[config.mk]
export PLATFORM = sky130hd
export DESIGN_NAME = event_burst_generator
export DESIGN_NICKNAME = d
export VERILOG_FILES = /design/src/rtl/event_burst_generator_pkg.sv /design/src/rtl/event_burst_generator_down_timer.sv /design/src/rtl/event_burst_generator.sv
export SDC_FILE = /design/constraint.sdc
export NUM_CORES = 1
export LEC_CHECK = 0
export BUFFER_PORTS_ARGS = -buffer_cell sky130_fd_sc_hd__buf_2
export CAP_MARGIN = 10
export CORE_MARGIN = 2
export CORE_UTILIZATION = 54
export CTS_CLUSTER_SIZE = 14
export DETAILED_ROUTE_END_ITERATION = 10
export HOLD_SLACK_MARGIN = 0.1
export PLACE_DENSITY = 0.77
export SYNTH_ARGS = -nofsm -noshare
export SYNTH_HDL_FRONTEND = slang
export SYNTH_HIERARCHICAL = 1
export SYNTH_SLANG_ARGS = --single-unit
export TNS_END_PERCENT = 10
[constraint.sdc]
create_clock -name clk -period 2.8 [get_ports clk]
set_input_delay 0.56 -clock clk [delete_from_list [all_inputs] [get_ports clk]]
set_output_delay 0.56 -clock clk [all_outputs]
set_load 0.05 [all_outputs]
[src/rtl/event_burst_generator_pkg.sv]
// Shared definitions for the event burst source and the event counters that consume its strobes.
package event_burst_generator_pkg;

   localparam int CNT_W_DEF     = 4;
   localparam int GAP_W_DEF     = 4;
   localparam int MAX_BURST_DEF = 5;

   typedef enum logic [1:0] {
      IDLE  = 2'd0,
      PULSE = 2'd1,
      GAP   = 2'd2
   } state_t;

   // The counter side clamps with the same rule, so both ends agree on the longest burst.
   function automatic int unsigned clamp_len(input int unsigned len, input int unsigned max_len);
      return (len > max_len) ? max_len : len;
   endfunction

endpackage

[src/rtl/event_burst_generator_down_timer.sv]
// Loadable down counter that times the idle gap between strobes.
module down_timer #(
   parameter int W = 4
) (
   input  logic         clk,
   input  logic         rst,
   input  logic         load,
   input  logic [W-1:0] load_value,
   input  logic         dec,
   output logic         zero
);

   logic [W-1:0] count;

   // Load wins over decrement; the count parks at zero until the next load.
   always_ff @(posedge clk or posedge rst) begin
      if (rst) begin
         count <= '0;
      end else if (load) begin
         count <= load_value;
      end else if (dec && (count != '0)) begin
         count <= count - W'(1);
      end
   end

   assign zero = (count == '0);

endmodule

[src/rtl/event_burst_generator.sv]
// Emits a burst of single-cycle event strobes separated by a programmable gap, then flags completion.
module event_burst_generator
   import event_burst_generator_pkg::*;
#(
   parameter int          CNT_W     = CNT_W_DEF,
   parameter int          GAP_W     = GAP_W_DEF,
   parameter int unsigned MAX_BURST = MAX_BURST_DEF
) (
   input  logic             clk,
   input  logic             rst,
   input  logic             start,
   input  logic [CNT_W-1:0] burst_len,
   input  logic [GAP_W-1:0] gap_len,
   input  logic             abort,
   output logic             strobe,
   output logic             busy,
   output logic [CNT_W-1:0] sent_count,
   output logic             done,
   output logic             done_pulse
);

   state_t           state;
   logic [CNT_W-1:0] len_q;
   logic [GAP_W-1:0] gap_q;
   logic [CNT_W-1:0] len_clamped;
   logic [CNT_W-1:0] sent_next;
   logic             timer_load;
   logic             timer_dec;
   logic             timer_zero;

   assign len_clamped = CNT_W'(clamp_len(32'(burst_len), MAX_BURST));
   assign sent_next   = sent_count + CNT_W'(1);

   // The timer is armed as PULSE hands over to GAP, holding gap-1 so GAP lasts exactly gap cycles.
   assign timer_load = (state == PULSE) && !abort && (sent_next != len_q) && (gap_q != '0);
   assign timer_dec  = (state == GAP);

   down_timer #(
      .W(GAP_W)
   ) gap_timer (
      .clk       (clk),
      .rst       (rst),
      .load      (timer_load),
      .load_value(gap_q - GAP_W'(1)),
      .dec       (timer_dec),
      .zero      (timer_zero)
   );

   always_ff @(posedge clk or posedge rst) begin
      if (rst) begin
         state      <= IDLE;
         strobe     <= 1'b0;
         busy       <= 1'b0;
         sent_count <= '0;
         done       <= 1'b0;
         done_pulse <= 1'b0;
         len_q      <= '0;
         gap_q      <= '0;
      end else begin
         done_pulse <= 1'b0;
         if (abort) begin
            // A strobe already on the wire in PULSE still counts toward the partial total.
            state  <= IDLE;
            strobe <= 1'b0;
            busy   <= 1'b0;
            if (state == PULSE) begin
               sent_count <= sent_next;
            end
         end else begin
            case (state)
               IDLE: begin
                  if (start) begin
                     len_q      <= len_clamped;
                     gap_q      <= gap_len;
                     sent_count <= '0;
                     if (len_clamped == '0) begin
                        done       <= 1'b1;
                        done_pulse <= 1'b1;
                     end else begin
                        done   <= 1'b0;
                        state  <= PULSE;
                        strobe <= 1'b1;
                        busy   <= 1'b1;
                     end
                  end
               end
               PULSE: begin
                  sent_count <= sent_next;
                  if (sent_next == len_q) begin
                     state      <= IDLE;
                     strobe     <= 1'b0;
                     busy       <= 1'b0;
                     done       <= 1'b1;
                     done_pulse <= 1'b1;
                  end else if (gap_q == '0) begin
                     state  <= PULSE;
                     strobe <= 1'b1;
                  end else begin
                     state  <= GAP;
                     strobe <= 1'b0;
                  end
               end
               GAP: begin
                  if (timer_zero) begin
                     state  <= PULSE;
                     strobe <= 1'b1;
                  end
               end
               default: begin
                  state  <= IDLE;
                  strobe <= 1'b0;
                  busy   <= 1'b0;
               end
            endcase
         end
      end
   end

endmodule
==> impl_metrics.xml, run 1 <==
<?xml version="1.0" encoding="UTF-8"?>
<metrics>
  <group name="routing">
    <metric name="dr.pass1.iters" unit="">4</metric>
    <metric name="dr_total_vias" unit="">956</metric>
    <metric name="drt_iter0_drc" unit="">11</metric>
    <metric name="route.detailed.vias_per_inst" unit="">5.72</metric>
    <metric name="detail_route.drc_violations" unit="">0</metric>
    <metric name="mean_routed_wirelength_per_cell" unit="um">13.3</metric>
    <metric name="drt.antenna.violating_nets" unit="">0</metric>
    <metric name="aggregate_routed_wire_length" unit="um">2230</metric>
  </group>
  <group name="clocking">
    <metric name="holdBufCountCts" unit="">0</metric>
    <metric name="tritoncts.num_buffers" unit="">3</metric>
    <metric name="clock_insertion_delay_worst_skew" unit="ns">0.30</metric>
    <metric name="cts_setup_buffers" unit="">0</metric>
    <metric name="cts_tree" unit="">yes</metric>
    <metric name="cts_max_level" unit="">1</metric>
    <metric name="clock_pin_slew_reported_for_the_worst_setup_and_hold_paths_after_clock_tree_synthesis" unit="ns">0.12</metric>
    <metric name="cts_root_buffer" unit="">sky130_fd_sc_hd__clkbuf_4</metric>
    <metric name="cts_num_sinks" unit="">21</metric>
    <metric name="clk_path_buf_depth" unit="">2</metric>
    <metric name="post_cts.resized_instances" unit="">0</metric>
  </group>
  <group name="setup_path">
    <metric name="critical_path_arrival" unit="ns">2.33</metric>
    <metric name="startpoint" unit="">sent_count[0]</metric>
    <metric name="cp_common_cell" unit="">sky130_fd_sc_hd__xnor2_1</metric>
    <metric name="crit-reg2reg-capture" unit="">gap_timer/count[3]</metric>
    <metric name="worstReg2RegStart" unit="">sent_count[0]</metric>
    <metric name="crit_path_max_incr_delay" unit="ns">0.45</metric>
    <metric name="worst_setup_path_category" unit="">reg2reg</metric>
    <metric name="cp_data_required_time" unit="ns">3.00</metric>
    <metric name="reg2reg_depth" unit="">7</metric>
    <metric name="slowest_cell_on_the_critical_path" unit="">sky130_fd_sc_hd__dfrtp_1</metric>
    <metric name="cp_cell_sequence" unit="">ha_1 &gt; xnor2_1 &gt; xnor2_1 &gt; nor4_4 &gt; nor3_1 &gt; buf_4 &gt; a221o_1</metric>
    <metric name="setup.worst_path.end_class" unit="">flop</metric>
    <metric name="setup.worst_path.start_class" unit="">flop</metric>
    <metric name="timing.reg2reg.setup_slack" unit="ns">0.67</metric>
    <metric name="cp_max_fanout" unit="">9</metric>
  </group>
  <group name="yosys">
    <metric name="synth_cells" unit="">119</metric>
    <metric name="number_of_distinct_library_cells_after_synthesis" unit="">40</metric>
    <metric name="synth.top_cell.area_share" unit="">0.443</metric>
    <metric name="synth.avg_cell_area" unit="um^2">9.97</metric>
    <metric name="synth_most_common_cell" unit="">sky130_fd_sc_hd__dfrtp_1</metric>
    <metric name="yosysTopAreaCell" unit="">sky130_fd_sc_hd__dfrtp_1</metric>
    <metric name="yosysWarnings" unit="">6</metric>
    <metric name="postSynth.asyncResetShare" unit="">1.00</metric>
    <metric name="postSynthNetCount" unit="">135</metric>
    <metric name="postSynthRegisterBits" unit="">21</metric>
    <metric name="synth_top_cells_by_area" unit="">sky130_fd_sc_hd__dfrtp_1 44%, sky130_fd_sc_hd__ha_1 4.2%, sky130_fd_sc_hd__inv_1 3.2%</metric>
    <metric name="yosys-top-cells-count" unit="">21 x sky130_fd_sc_hd__dfrtp_1, 10 x sky130_fd_sc_hd__inv_1, 10 x sky130_fd_sc_hd__nand2_1, 6 x sky130_fd_sc_hd__a21oi_1, 6 x sky130_fd_sc_hd__nor2_1</metric>
    <metric name="number_of_enable_type_register_cells_in_the_synthesized_netlist" unit="">0</metric>
    <metric name="ys_seq_area_frac" unit="">0.443</metric>
    <metric name="synth_flop_cell" unit="">sky130_fd_sc_hd__dfrtp_1</metric>
    <metric name="synthesis.area" unit="mm^2">0.00119</metric>
  </group>
  <group name="global_routing">
    <metric name="grt_start_max_net_pins" unit="">18</metric>
    <metric name="number_of_antenna_violations_at_the_first_check_in_global_routing" unit="">0</metric>
    <metric name="gr-total-overflow" unit="">0</metric>
    <metric name="grt_pass1_vias" unit="">940</metric>
    <metric name="grt_pass1_wl" unit="um">4080</metric>
    <metric name="grt_use_total" unit="">0.211</metric>
  </group>
  <group name="timing">
    <metric name="timing.final.max_slew_violations" unit="">0</metric>
    <metric name="max_slew_margin" unit="">0.560</metric>
    <metric name="worst-slew-pin-transition" unit="ns">0.655</metric>
    <metric name="max_freq" unit="GHz">0.469</metric>
    <metric name="final-hold-violation-count" unit="">0</metric>
    <metric name="grt_setup_unrepaired" unit="">no</metric>
    <metric name="timing.final.setup_violations" unit="">0</metric>
    <metric name="final.setup_skew" unit="ns">0.00675</metric>
    <metric name="final.min_clock_period" unit="ns">2.13</metric>
    <metric name="final_critical_path_setup_slack" unit="ns">0.669</metric>
    <metric name="finalCritPeriodShare" unit="">0.761</metric>
    <metric name="setup_total_negative_slack" unit="ns">0</metric>
  </group>
  <group name="floorplanning">
    <metric name="design.die.area" unit="mm^2">0.00259</metric>
    <metric name="io_pins" unit="">20</metric>
    <metric name="floorplan.initialDensity" unit="">0.587</metric>
    <metric name="chipWidth" unit="um">50.9</metric>
    <metric name="die_height" unit="um">50.9</metric>
    <metric name="row_count" unit="">16</metric>
    <metric name="core-area" unit="mm^2">0.00202</metric>
  </group>
  <group name="cells_and_area">
    <metric name="drive_above_1_share" unit="">0.250</metric>
    <metric name="finish.instance_area" unit="mm^2">0.00134</metric>
    <metric name="finalNetCount" unit="">157</metric>
    <metric name="layout_stage_area_growth_over_the_synthesis_result" unit="%">12.8</metric>
    <metric name="num_antenna_cells" unit="">0</metric>
  </group>
  <group name="place">
    <metric name="dpl-instance-area" unit="mm^2">0.00131</metric>
    <metric name="numPortBuffers" unit="">19</metric>
    <metric name="placement.setup.worst_slack" unit="ns">0.691</metric>
    <metric name="dp_hpwl" unit="um">1660</metric>
    <metric name="routabilityCongestion" unit="">0.830</metric>
  </group>
  <group name="power_and_ir_drop">
    <metric name="p_sw" unit="W">0.000523</metric>
    <metric name="pwr_cell_area" unit="mW/mm^2">890</metric>
    <metric name="p_leak" unit="nW">0.637</metric>
    <metric name="clockPowerShare" unit="">0.122</metric>
    <metric name="switching_share" unit="">0.439</metric>
    <metric name="vdd.ir_drop.worst" unit="mV">0.542</metric>
    <metric name="intPower" unit="W">0.000668</metric>
    <metric name="power_frac_seq" unit="">0.417</metric>
    <metric name="power.share.combinational" unit="">0.462</metric>
  </group>
  <group name="outcome">
    <metric name="run_status" unit="">finished, final reports clean</metric>
  </group>
  <group name="min_path">
    <metric name="min_path_type" unit="">in2async</metric>
  </group>
  <group name="job">
    <metric name="max_cap_viol_count" unit="">0</metric>
  </group>
</metrics>
-- critical path, delay by kind of cell (launching register included) --
| kind | cells | cell delay, ns |
|---|---|---|
| flip-flops | 1 | 0.45 |
| AO/OA/AOI/OAI | 1 | 0.30 |
| AND/OR/NAND/NOR | 2 | 0.54 |
| adder cells (fa/ha/maj) | 1 | 0.26 |
| buffers and inverters | 1 | 0.18 |
| XOR/XNOR | 2 | 0.29 |
-- worst max-delay path by stage --
| stage | to | cells past startpoint | slack [ns] |
|---|---|---|---|
| 6_report | gap_timer/count[3] | 7 | 0.67 |
| 5_1_grt | gap_timer/count[3] | 8 | 0.50 |
| 4_1_cts | gap_timer/count[3] | 7 | 0.68 |
| 3_5_place_dp | gap_timer/count[3] | 7 | 0.69 |
| 3_3_place_gp | gap_timer/count[3] | 7 | 0.75 |
| 2_1_floorplan | gap_timer/count[3] | 8 | 0.48 |
-- area by class of cell --
type                       count  area (um^2)
sequential                    21          526
clock buffer                   3         22.5
multi-input combinational     84          603
inverter                      10         37.5
tap                           27         33.8
clock inverter                 1         5.00
fill                         178          684
timing repair buffer          21          110
-- per-layer routing --
layer	vias up	global-route usage	share of wire
met5	-	0	0
met4	0	0.0541	0.0054
met3	2	0.0351	0.045
met2	28	0.349	0.47
met1	459	0.290	0.48
li1	467	-	-
-- logic make-up after synthesis --
group | synth area share
multiplexers | 0.0274
XOR/XNOR | 0.0591
buffers and inverters | 0.0485
AO/OA/AOI/OAI | 0.167
flip-flops | 0.443
adder cells (fa/ha/maj) | 0.0422
AND/OR/NAND/NOR | 0.213
-- cells in the final DEF, fill, tap and decap left out, types with 2 or more instances in the layout --
master                     netlist  routed
sky130_fd_sc_hd__xnor2_1         4       4
sky130_fd_sc_hd__xor2_1          4       4
sky130_fd_sc_hd__o22a_1          2       2
sky130_fd_sc_hd__nand3_1         3       3
sky130_fd_sc_hd__nand2_1        10      10
sky130_fd_sc_hd__a21oi_1         6       6
sky130_fd_sc_hd__nor3_1          4       4
sky130_fd_sc_hd__nor2_1          6       6
sky130_fd_sc_hd__nor3b_1         4       4
sky130_fd_sc_hd__buf_2           1      19
sky130_fd_sc_hd__mux2_2          2       2
sky130_fd_sc_hd__buf_4           1       2
sky130_fd_sc_hd__inv_1          10      10
sky130_fd_sc_hd__ha_1            4       4
sky130_fd_sc_hd__o21ai_1         2       2
sky130_fd_sc_hd__clkbuf_4        0       3
sky130_fd_sc_hd__o32ai_1         2       2
sky130_fd_sc_hd__nand2b_1        3       3
sky130_fd_sc_hd__nor2b_1         4       4
sky130_fd_sc_hd__dfrtp_1        21      21
sky130_fd_sc_hd__o21ai_0         5       5
-- state kept, by name, summed over array words and instances (netlist names) --
register and count:
gap_q 4, gap_timer/count 4, len_q 4, sent_count 4, state 2, busy 1, done 1, done_pulse 1
-- stage by stage --
| stage | power, W | hold WS [ns] | cells | utilization |
|---|---|---|---|---|
| 4_1_cts | 0.00120 | 0.126 | 167 | 0.662 |
| 6_report | 0.00119 | 0.123 | 167 | 0.662 |
| 2_1_floorplan | 0.000929 | 0.326 | 119 | - |
| 5_1_grt | 0.00129 | 0.136 | 167 | 0.662 |
| 3_5_place_dp | 0.00105 | 0.463 | 163 | 0.648 |
| 3_3_place_gp | 0.00103 | 0.458 | 163 | 0.648 |
-- power groups by stage --
stage                     registers (W)  clock network, W  logic, W
after global routing           0.000512          0.000158  0.000621
after detailed placement       0.000502                 0  0.000551
after CTS                      0.000495          0.000148  0.000555
after global placement         0.000494                 0  0.000536
after floorplan                0.000577                 0  0.000352
final                          0.000496          0.000145  0.000550
No activity file was read; power rests on OpenSTA's default activity.
==> inputs of run 2 (changes only) <==
--- a/config.mk
+++ b/config.mk
@@ -8,11 +8,11 @@
 export BUFFER_PORTS_ARGS = -buffer_cell sky130_fd_sc_hd__buf_2
 export CAP_MARGIN = 10
 export CORE_MARGIN = 2
-export CORE_UTILIZATION = 54
+export CORE_UTILIZATION = 49
 export CTS_CLUSTER_SIZE = 14
 export DETAILED_ROUTE_END_ITERATION = 10
 export HOLD_SLACK_MARGIN = 0.1
-export PLACE_DENSITY = 0.77
+export PLACE_DENSITY = 0.74
 export SYNTH_ARGS = -nofsm -noshare
 export SYNTH_HDL_FRONTEND = slang
 export SYNTH_HIERARCHICAL = 1
==> constraint.sdc (replaced) <==
create_clock -name clk -period 1.8 [get_ports clk]
set_input_delay 0.36 -clock clk [delete_from_list [all_inputs] [get_ports clk]]
set_output_delay 0.36 -clock clk [all_outputs]
set_load 0.05 [all_outputs]
==> run 2 against run 1 <==
  * The run now ends with negative setup slack left
  * Combinational power is 98% higher
  * Maximum frequency is 16% higher
  * Register-to-register slack lost 0.71 ns
  * Critical path depth is 1 higher
  * Core utilization up 0.44 points
  * Critical endpoint unchanged
  * Largest power group unchanged
==> impl_metrics.xml, run 2 (same netlist as run 1, synthesis figures left out) <==
<?xml version="1.0" encoding="UTF-8"?>
<metrics>
  <group name="global_routing">
    <metric name="number_of_antenna_violations_at_the_first_check_in_global_routing" unit="">0</metric>
    <metric name="grt_pass1_vias" unit="">1020</metric>
    <metric name="grt_start_max_net_pins" unit="">18</metric>
    <metric name="grt_use_total" unit="">0.219</metric>
    <metric name="grt_pass1_wl" unit="um">4430</metric>
    <metric name="gr-total-overflow" unit="">0</metric>
  </group>
  <group name="outcome">
    <metric name="run_status" unit="">complete, but fails checks</metric>
    <metric name="violations" unit="">negative setup slack</metric>
  </group>
  <group name="routing">
    <metric name="dr.pass1.iters" unit="">4</metric>
    <metric name="route.layer.met1.wl" unit="um">1220</metric>
    <metric name="detail_route.drc_violations" unit="">0</metric>
    <metric name="met3WireLength" unit="um">78</metric>
    <metric name="drt_iter0_drc" unit="">14</metric>
    <metric name="wl_met2" unit="um">1270</metric>
    <metric name="routed.top_layer" unit="">met4</metric>
    <metric name="mean_routed_wirelength_per_cell" unit="um">14.3</metric>
    <metric name="route.detailed.vias_per_inst" unit="">5.51</metric>
    <metric name="drt.antenna.violating_nets" unit="">0</metric>
    <metric name="aggregate_routed_wire_length" unit="um">2600</metric>
    <metric name="dr_total_vias" unit="">997</metric>
  </group>
  <group name="timing">
    <metric name="grt_setup_unrepaired" unit="">yes</metric>
    <metric name="whs" unit="ns">0.257</metric>
    <metric name="max_slew_margin" unit="">0.568</metric>
    <metric name="final_critical_path_setup_slack" unit="ns">-0.0446</metric>
    <metric name="final.min_clock_period" unit="ns">1.84</metric>
    <metric name="max_freq" unit="GHz">0.542</metric>
    <metric name="finalCritPeriodShare" unit="">1.02</metric>
    <metric name="timing.final.setup_violations" unit="">1</metric>
    <metric name="timing.final.max_slew_violations" unit="">0</metric>
    <metric name="setup_total_negative_slack" unit="ns">-0.0446</metric>
    <metric name="worst-slew-pin-transition" unit="ns">0.647</metric>
    <metric name="final.setup_skew" unit="ns">0.00453</metric>
    <metric name="final-hold-violation-count" unit="">0</metric>
  </group>
  <group name="power_and_ir_drop">
    <metric name="p_leak" unit="nW">0.710</metric>
    <metric name="total_power_consumption" unit="W">0.00209</metric>
    <metric name="pwr_cell_area" unit="mW/mm^2">1390</metric>
    <metric name="vdd.ir_drop.worst" unit="mV">0.936</metric>
  </group>
  <group name="floorplanning">
    <metric name="die_height" unit="um">53.2</metric>
    <metric name="io_pins" unit="">20</metric>
    <metric name="design.die.area" unit="mm^2">0.00283</metric>
    <metric name="chipWidth" unit="um">53.2</metric>
    <metric name="row_count" unit="">17</metric>
    <metric name="core-area" unit="mm^2">0.00225</metric>
    <metric name="floorplan.initialDensity" unit="">0.526</metric>
  </group>
  <group name="cells_and_area">
    <metric name="finalNetCount" unit="">170</metric>
    <metric name="final_common_cell" unit="">sky130_fd_sc_hd__buf_2</metric>
    <metric name="layout_stage_area_growth_over_the_synthesis_result" unit="%">26.6</metric>
    <metric name="drive_above_1_share" unit="">0.373</metric>
    <metric name="layout.cells.most_common_list" unit="">19 x sky130_fd_sc_hd__buf_2, 17 x sky130_fd_sc_hd__dfrtp_1, 14 x sky130_fd_sc_hd__buf_4, 10 x sky130_fd_sc_hd__inv_1, 9 x sky130_fd_sc_hd__nand2_1</metric>
    <metric name="final_core_util" unit="">0.666</metric>
    <metric name="finish.instance_area" unit="mm^2">0.00150</metric>
    <metric name="num_antenna_cells" unit="">0</metric>
  </group>
  <group name="clocking">
    <metric name="clock_insertion_delay_worst_skew" unit="ns">0.31</metric>
    <metric name="cts_max_level" unit="">1</metric>
    <metric name="clock_pin_slew_reported_for_the_worst_setup_and_hold_paths_after_clock_tree_synthesis" unit="ns">0.12</metric>
    <metric name="cts_tree" unit="">yes</metric>
    <metric name="tritoncts.num_buffers" unit="">3</metric>
    <metric name="clk_path_buf_depth" unit="">2</metric>
    <metric name="cts_root_buffer" unit="">sky130_fd_sc_hd__clkbuf_4</metric>
    <metric name="cts_num_sinks" unit="">21</metric>
  </group>
  <group name="min_path">
    <metric name="min_path_type" unit="">in2reg</metric>
  </group>
  <group name="setup_path">
    <metric name="worst_setup_path_category" unit="">reg2reg</metric>
    <metric name="setup.worst_path.start_class" unit="">flop</metric>
    <metric name="cp_data_required_time" unit="ns">2.00</metric>
    <metric name="crit_path_max_incr_delay" unit="ns">0.46</metric>
    <metric name="cp_max_fanout" unit="">8</metric>
    <metric name="timing.critical_path.buf_inv" unit="">1</metric>
    <metric name="cp_cell_sequence" unit="">ha_4 &gt; xnor2_4 &gt; xnor2_2 &gt; nor4_4 &gt; nor3_1 &gt; buf_4 &gt; nor3_2 &gt; a221o_1</metric>
    <metric name="critical_path_arrival" unit="ns">2.04</metric>
    <metric name="critical-path-top-delay-family" unit="">flip-flops</metric>
    <metric name="setup.worst_path.end_class" unit="">flop</metric>
    <metric name="slowest_cell_on_the_critical_path" unit="">sky130_fd_sc_hd__dfrtp_2</metric>
  </group>
  <group name="place">
    <metric name="dp_hpwl" unit="um">1880</metric>
    <metric name="dpl-instance-area" unit="mm^2">0.00140</metric>
    <metric name="numPortBuffers" unit="">19</metric>
    <metric name="routabilityCongestion" unit="">0.788</metric>
  </group>
  <group name="job">
    <metric name="max_cap_viol_count" unit="">0</metric>
  </group>
</metrics>
-- run 2: through the flow --
| stage | setup slack (ns) | instances |
|---|---|---|
| floorplan | -0.178 | 119 |
| global placement | -0.0265 | 172 |
| detailed placement | -0.106 | 172 |
| CTS | -0.0822 | 181 |
| global route | -0.0959 | 181 |
| finish | -0.0446 | 181 |
-- run 2: worst paths after layout --
kind	start	end	slack [ns]	depth (start not counted)
setup / recovery	sent_count[1]	gap_timer/count[3]	-0.04	8
hold / removal	gap_len[0]	gap_q[0]	0.26	3
setup reg to reg	sent_count[1]	gap_timer/count[3]	-0.04	8
hold reg to reg	len_q[3]	len_q[3]	0.55	1
max in group asynchronous	rst	sent_count[3]	0.67	3
min in group asynchronous	rst	gap_timer/count[3]	0.47	3
-- run 2: worst min-delay path, stage by stage --
cell,delay [ns]
sky130_fd_sc_hd__buf_2,0.08
sky130_fd_sc_hd__nand2_1,0.03
sky130_fd_sc_hd__o21ai_0,0.06
-- run 2: cell type report --
type	count	area (um^2)
clock buffer	4	26.3
fill	186	753
inverter	10	37.5
multi-input combinational	84	662
sequential	21	531
tap	28	35.0
timing repair buffer	34	210
-- run 2: where the power goes --
group          internal (W)  leakage [nW]  switching, W
Clock             0.0000865        0.0150      0.000142
Sequential         0.000619         0.258      0.000154
Combinational      0.000487         0.437      0.000600
-- run 2: layer usage --
layer | vias to the layer above | global-route usage
li1 | 490 | -
met1 | 483 | 0.279
met2 | 20 | 0.364
met3 | 4 | 0.0282
met4 | 0 | 0.103
met5 | - | 0
-- run 2: repair_timing --
| action | CTS | global route |
|---|---|---|
| hold buffers | 1 | 0 |
| pin swaps | 6 | 3 |
| gates resized for setup | 4 | 2 |
| setup endpoints to repair | 1 | 4 |
| endpoints found under the hold margin | 4 | 0 |
| gates cloned | 0 | 0 |
| setup buffers | 4 | 0 |
==> inputs of run 3 (changes only) <==
--- a/config.mk
+++ b/config.mk
@@ -8,11 +8,12 @@
 export BUFFER_PORTS_ARGS = -buffer_cell sky130_fd_sc_hd__buf_2
 export CAP_MARGIN = 10
 export CORE_MARGIN = 2
-export CORE_UTILIZATION = 49
+export CORE_UTILIZATION = 54
 export CTS_CLUSTER_SIZE = 14
 export DETAILED_ROUTE_END_ITERATION = 10
 export HOLD_SLACK_MARGIN = 0.1
-export PLACE_DENSITY = 0.74
+export PLACE_DENSITY = 0.77
+export RECOVER_POWER = 25
 export SYNTH_ARGS = -nofsm -noshare
 export SYNTH_HDL_FRONTEND = slang
 export SYNTH_HIERARCHICAL = 1
==> constraint.sdc (replaced) <==
create_clock -name clk -period 1.7 [get_ports clk]
set_input_delay 0.34 -clock clk [delete_from_list [all_inputs] [get_ports clk]]
set_output_delay 0.34 -clock clk [all_outputs]
set_load 0.01 [all_outputs]
==> run 3 against run 2 <==
  * The run still ends with negative setup slack left
  * Routed wire length increased by 4.8%
  * Count of clock-buffer cells in the layout unchanged
  * Via count decreased by 0.20%
  * Clock skew increased by 0.0026 ns
  * Die area decreased by 8.6%
  * Sequential share of layout area decreased by 0.80 points
  * Register-to-register slack got worse by 0.07 ns
  * Sequential power increased by 5.2%
  * Critical path depth unchanged
==> impl_metrics.xml, run 3 (same netlist as run 1, synthesis figures left out) <==
<?xml version="1.0" encoding="UTF-8"?>
<metrics>
  <group name="outcome">
    <metric name="run_status" unit="">complete, but fails checks</metric>
    <metric name="violations" unit="">negative setup slack</metric>
  </group>
  <group name="setup_path">
    <metric name="cp_max_fanout" unit="">6</metric>
    <metric name="slowest_cell_on_the_critical_path" unit="">sky130_fd_sc_hd__dfrtp_2</metric>
    <metric name="timing.reg2reg.setup_slack" unit="ns">-0.12</metric>
    <metric name="startpoint" unit="">sent_count[1]</metric>
    <metric name="worstReg2RegStart" unit="">sent_count[1]</metric>
    <metric name="cp_cell_sequence" unit="">ha_4 &gt; xor2_2 &gt; nor4_4 &gt; nor3_2 &gt; buf_4 &gt; buf_4 &gt; nand2b_1 &gt; o31a_1</metric>
    <metric name="timing.critical_path.buf_inv" unit="">2</metric>
    <metric name="crit_path_end" unit="">gap_timer/count[0]</metric>
    <metric name="reg2reg_depth" unit="">8</metric>
    <metric name="timing.critical_path.depth" unit="">8</metric>
    <metric name="critical-path-top-delay-family" unit="">flip-flops</metric>
    <metric name="critical_path_arrival" unit="ns">2.08</metric>
    <metric name="worst_setup_path_category" unit="">reg2reg</metric>
    <metric name="cp_common_cell" unit="">sky130_fd_sc_hd__buf_4</metric>
    <metric name="cp_data_required_time" unit="ns">1.96</metric>
    <metric name="setup.worst_path.start_class" unit="">flop</metric>
    <metric name="crit-reg2reg-capture" unit="">gap_timer/count[0]</metric>
    <metric name="crit_path_max_incr_delay" unit="ns">0.45</metric>
    <metric name="setup.worst_path.end_class" unit="">flop</metric>
  </group>
  <group name="floorplanning">
    <metric name="io_pins" unit="">20</metric>
    <metric name="chipWidth" unit="um">50.9</metric>
    <metric name="die_height" unit="um">50.9</metric>
    <metric name="row_count" unit="">16</metric>
    <metric name="core-area" unit="mm^2">0.00202</metric>
    <metric name="floorplan.initialDensity" unit="">0.587</metric>
    <metric name="design.die.area" unit="mm^2">0.00259</metric>
  </group>
  <group name="timing">
    <metric name="worst-slew-pin-transition" unit="ns">0.453</metric>
    <metric name="whs" unit="ns">0.229</metric>
    <metric name="timing.final.setup_violations" unit="">4</metric>
    <metric name="grt_setup_unrepaired" unit="">yes</metric>
    <metric name="final-hold-violation-count" unit="">0</metric>
    <metric name="max_freq" unit="GHz">0.550</metric>
    <metric name="final.setup_skew" unit="ns">0.00711</metric>
    <metric name="final.min_clock_period" unit="ns">1.82</metric>
    <metric name="max_slew_margin" unit="">0.697</metric>
    <metric name="finalCritPeriodShare" unit="">1.07</metric>
    <metric name="setup_total_negative_slack" unit="ns">-0.389</metric>
    <metric name="final_critical_path_setup_slack" unit="ns">-0.118</metric>
    <metric name="timing.final.max_slew_violations" unit="">0</metric>
  </group>
  <group name="power_and_ir_drop">
    <metric name="intPower" unit="W">0.00128</metric>
    <metric name="vdd.ir_drop.worst" unit="mV">1.05</metric>
    <metric name="clockPowerShare" unit="">0.120</metric>
    <metric name="power_frac_seq" unit="">0.389</metric>
    <metric name="total_power_consumption" unit="W">0.00209</metric>
    <metric name="p_leak" unit="nW">0.729</metric>
    <metric name="switching_share" unit="">0.390</metric>
    <metric name="p_sw" unit="W">0.000815</metric>
    <metric name="pwr_cell_area" unit="mW/mm^2">1370</metric>
    <metric name="power.share.combinational" unit="">0.491</metric>
  </group>
  <group name="routing">
    <metric name="dr.pass1.iters" unit="">4</metric>
    <metric name="drt_iter0_drc" unit="">19</metric>
    <metric name="detail_route.drc_violations" unit="">0</metric>
    <metric name="mean_routed_wirelength_per_cell" unit="um">14.8</metric>
    <metric name="dr_total_vias" unit="">995</metric>
    <metric name="aggregate_routed_wire_length" unit="um">2720</metric>
    <metric name="route.detailed.vias_per_inst" unit="">5.41</metric>
    <metric name="drt.antenna.violating_nets" unit="">0</metric>
  </group>
  <group name="clocking">
    <metric name="tritoncts.num_buffers" unit="">3</metric>
    <metric name="cts_num_sinks" unit="">21</metric>
    <metric name="clock_insertion_delay_worst_skew" unit="ns">0.31</metric>
    <metric name="cts_max_level" unit="">1</metric>
    <metric name="cts_setup_buffers" unit="">0</metric>
    <metric name="clock_pin_slew_reported_for_the_worst_setup_and_hold_paths_after_clock_tree_synthesis" unit="ns">0.12</metric>
    <metric name="clk_path_buf_depth" unit="">2</metric>
    <metric name="cts_root_buffer" unit="">sky130_fd_sc_hd__clkbuf_4</metric>
    <metric name="cts_tree" unit="">yes</metric>
  </group>
  <group name="cells_and_area">
    <metric name="multi_input_comb_area" unit="um^2">667</metric>
    <metric name="final_common_cell" unit="">sky130_fd_sc_hd__dfrtp_1</metric>
    <metric name="drive_above_1_share" unit="">0.382</metric>
    <metric name="finish.instance_area" unit="mm^2">0.00153</metric>
    <metric name="seq_area" unit="um^2">528</metric>
    <metric name="layout_stage_area_growth_over_the_synthesis_result" unit="%">28.9</metric>
    <metric name="fill_cells" unit="">141</metric>
    <metric name="finalNetCount" unit="">174</metric>
    <metric name="num_antenna_cells" unit="">0</metric>
    <metric name="layout.cells.most_common_list" unit="">19 x sky130_fd_sc_hd__dfrtp_1, 18 x sky130_fd_sc_hd__buf_2, 17 x sky130_fd_sc_hd__buf_4, 10 x sky130_fd_sc_hd__inv_1, 9 x sky130_fd_sc_hd__nand2_1</metric>
  </group>
  <group name="place">
    <metric name="routabilityCongestion" unit="">0.820</metric>
    <metric name="placement.setup.worst_slack" unit="ns">-0.0709</metric>
    <metric name="dp_hpwl" unit="um">1960</metric>
    <metric name="numPortBuffers" unit="">19</metric>
    <metric name="dpl-instance-area" unit="mm^2">0.00147</metric>
  </group>
  <group name="global_routing">
    <metric name="grt_pass1_vias" unit="">1035</metric>
    <metric name="global_route.peak_usage_layer" unit="">met2</metric>
    <metric name="use_met3" unit="">0.0351</metric>
    <metric name="grt_start_max_net_pins" unit="">18</metric>
    <metric name="use_met2" unit="">0.384</metric>
    <metric name="number_of_antenna_violations_at_the_first_check_in_global_routing" unit="">0</metric>
    <metric name="grt_pass1_wl" unit="um">4390</metric>
    <metric name="grt_use_total" unit="">0.226</metric>
    <metric name="gr-total-overflow" unit="">0</metric>
    <metric name="use_met1" unit="">0.304</metric>
  </group>
  <group name="job">
    <metric name="max_cap_viol_count" unit="">0</metric>
  </group>
  <group name="min_path">
    <metric name="min_path_type" unit="">in2reg</metric>
  </group>
</metrics>
## run 3: cell types whose count changed in the layout (fill, tap and decap cells not counted), sizes merged
| cell | previous run | this run |
|---|---|---|
| buf | 33 | 35 |
| clkbuf | 4 | 6 |
## run 3: power by group through the flow
stage               logic (W)  clock network, W  registers (W)
floorplan            0.000634                 0       0.000817
global placement     0.000922                 0       0.000806
detailed placement   0.000969                 0       0.000817
CTS                  0.000977          0.000245       0.000806
global route          0.00113          0.000281       0.000836
finish                0.00103          0.000251       0.000814
## run 3: layout make-up
cell class / count / area share
Clock buffer: 4 / 0.0172
Inverter: 10 / 0.0245
Multi-Input combinational cell: 84 / 0.436
Sequential cell: 21 / 0.345
Tap cell: 27 / 0.0221
Timing Repair Buffer: 38 / 0.155
## run 3: tightest hold or removal path, cell delays in order
cell	delay, ns
sky130_fd_sc_hd__buf_2	0.07
sky130_fd_sc_hd__nand2_1	0.04
sky130_fd_sc_hd__o21ai_0	0.06
## run 3: worst min path at each step
stage,start,slack [ns],cells after the start,endpoint
floorplan,rst,0.11,1,gap_timer/count[0]
global placement,rst,0.24,2,gap_timer/count[2]
detailed placement,rst,0.25,2,gap_timer/count[2]
CTS,gap_len[0],0.23,3,gap_q[0]
global route,gap_len[1],0.23,3,gap_q[1]
finish,gap_len[0],0.23,3,gap_q[0]
## run 3: timing repair
item / CTS / global route
gates cloned: 0 / 0
gates resized for setup: 0 / 6
setup endpoints to repair: 4 / 7
hold buffers: 1 / 0
hold endpoints to repair: 21 / 0
pin swaps: 2 / 0
## run 3: per-layer routing
| metal | wire length [um] | part of all wire |
|---|---|---|
| met3 | 87 | 0.032 |
| met5 | 0 | 0 |
| met2 | 1380 | 0.51 |
| met4 | 37 | 0.014 |
| met1 | 1220 | 0.45 |
## run 3: stage by stage
step                       util  instances
after global placement    0.726        179
after CTS                 0.744        184
after floorplan               -        119
after global routing      0.756        184
final                     0.756        184
after detailed placement  0.726        179
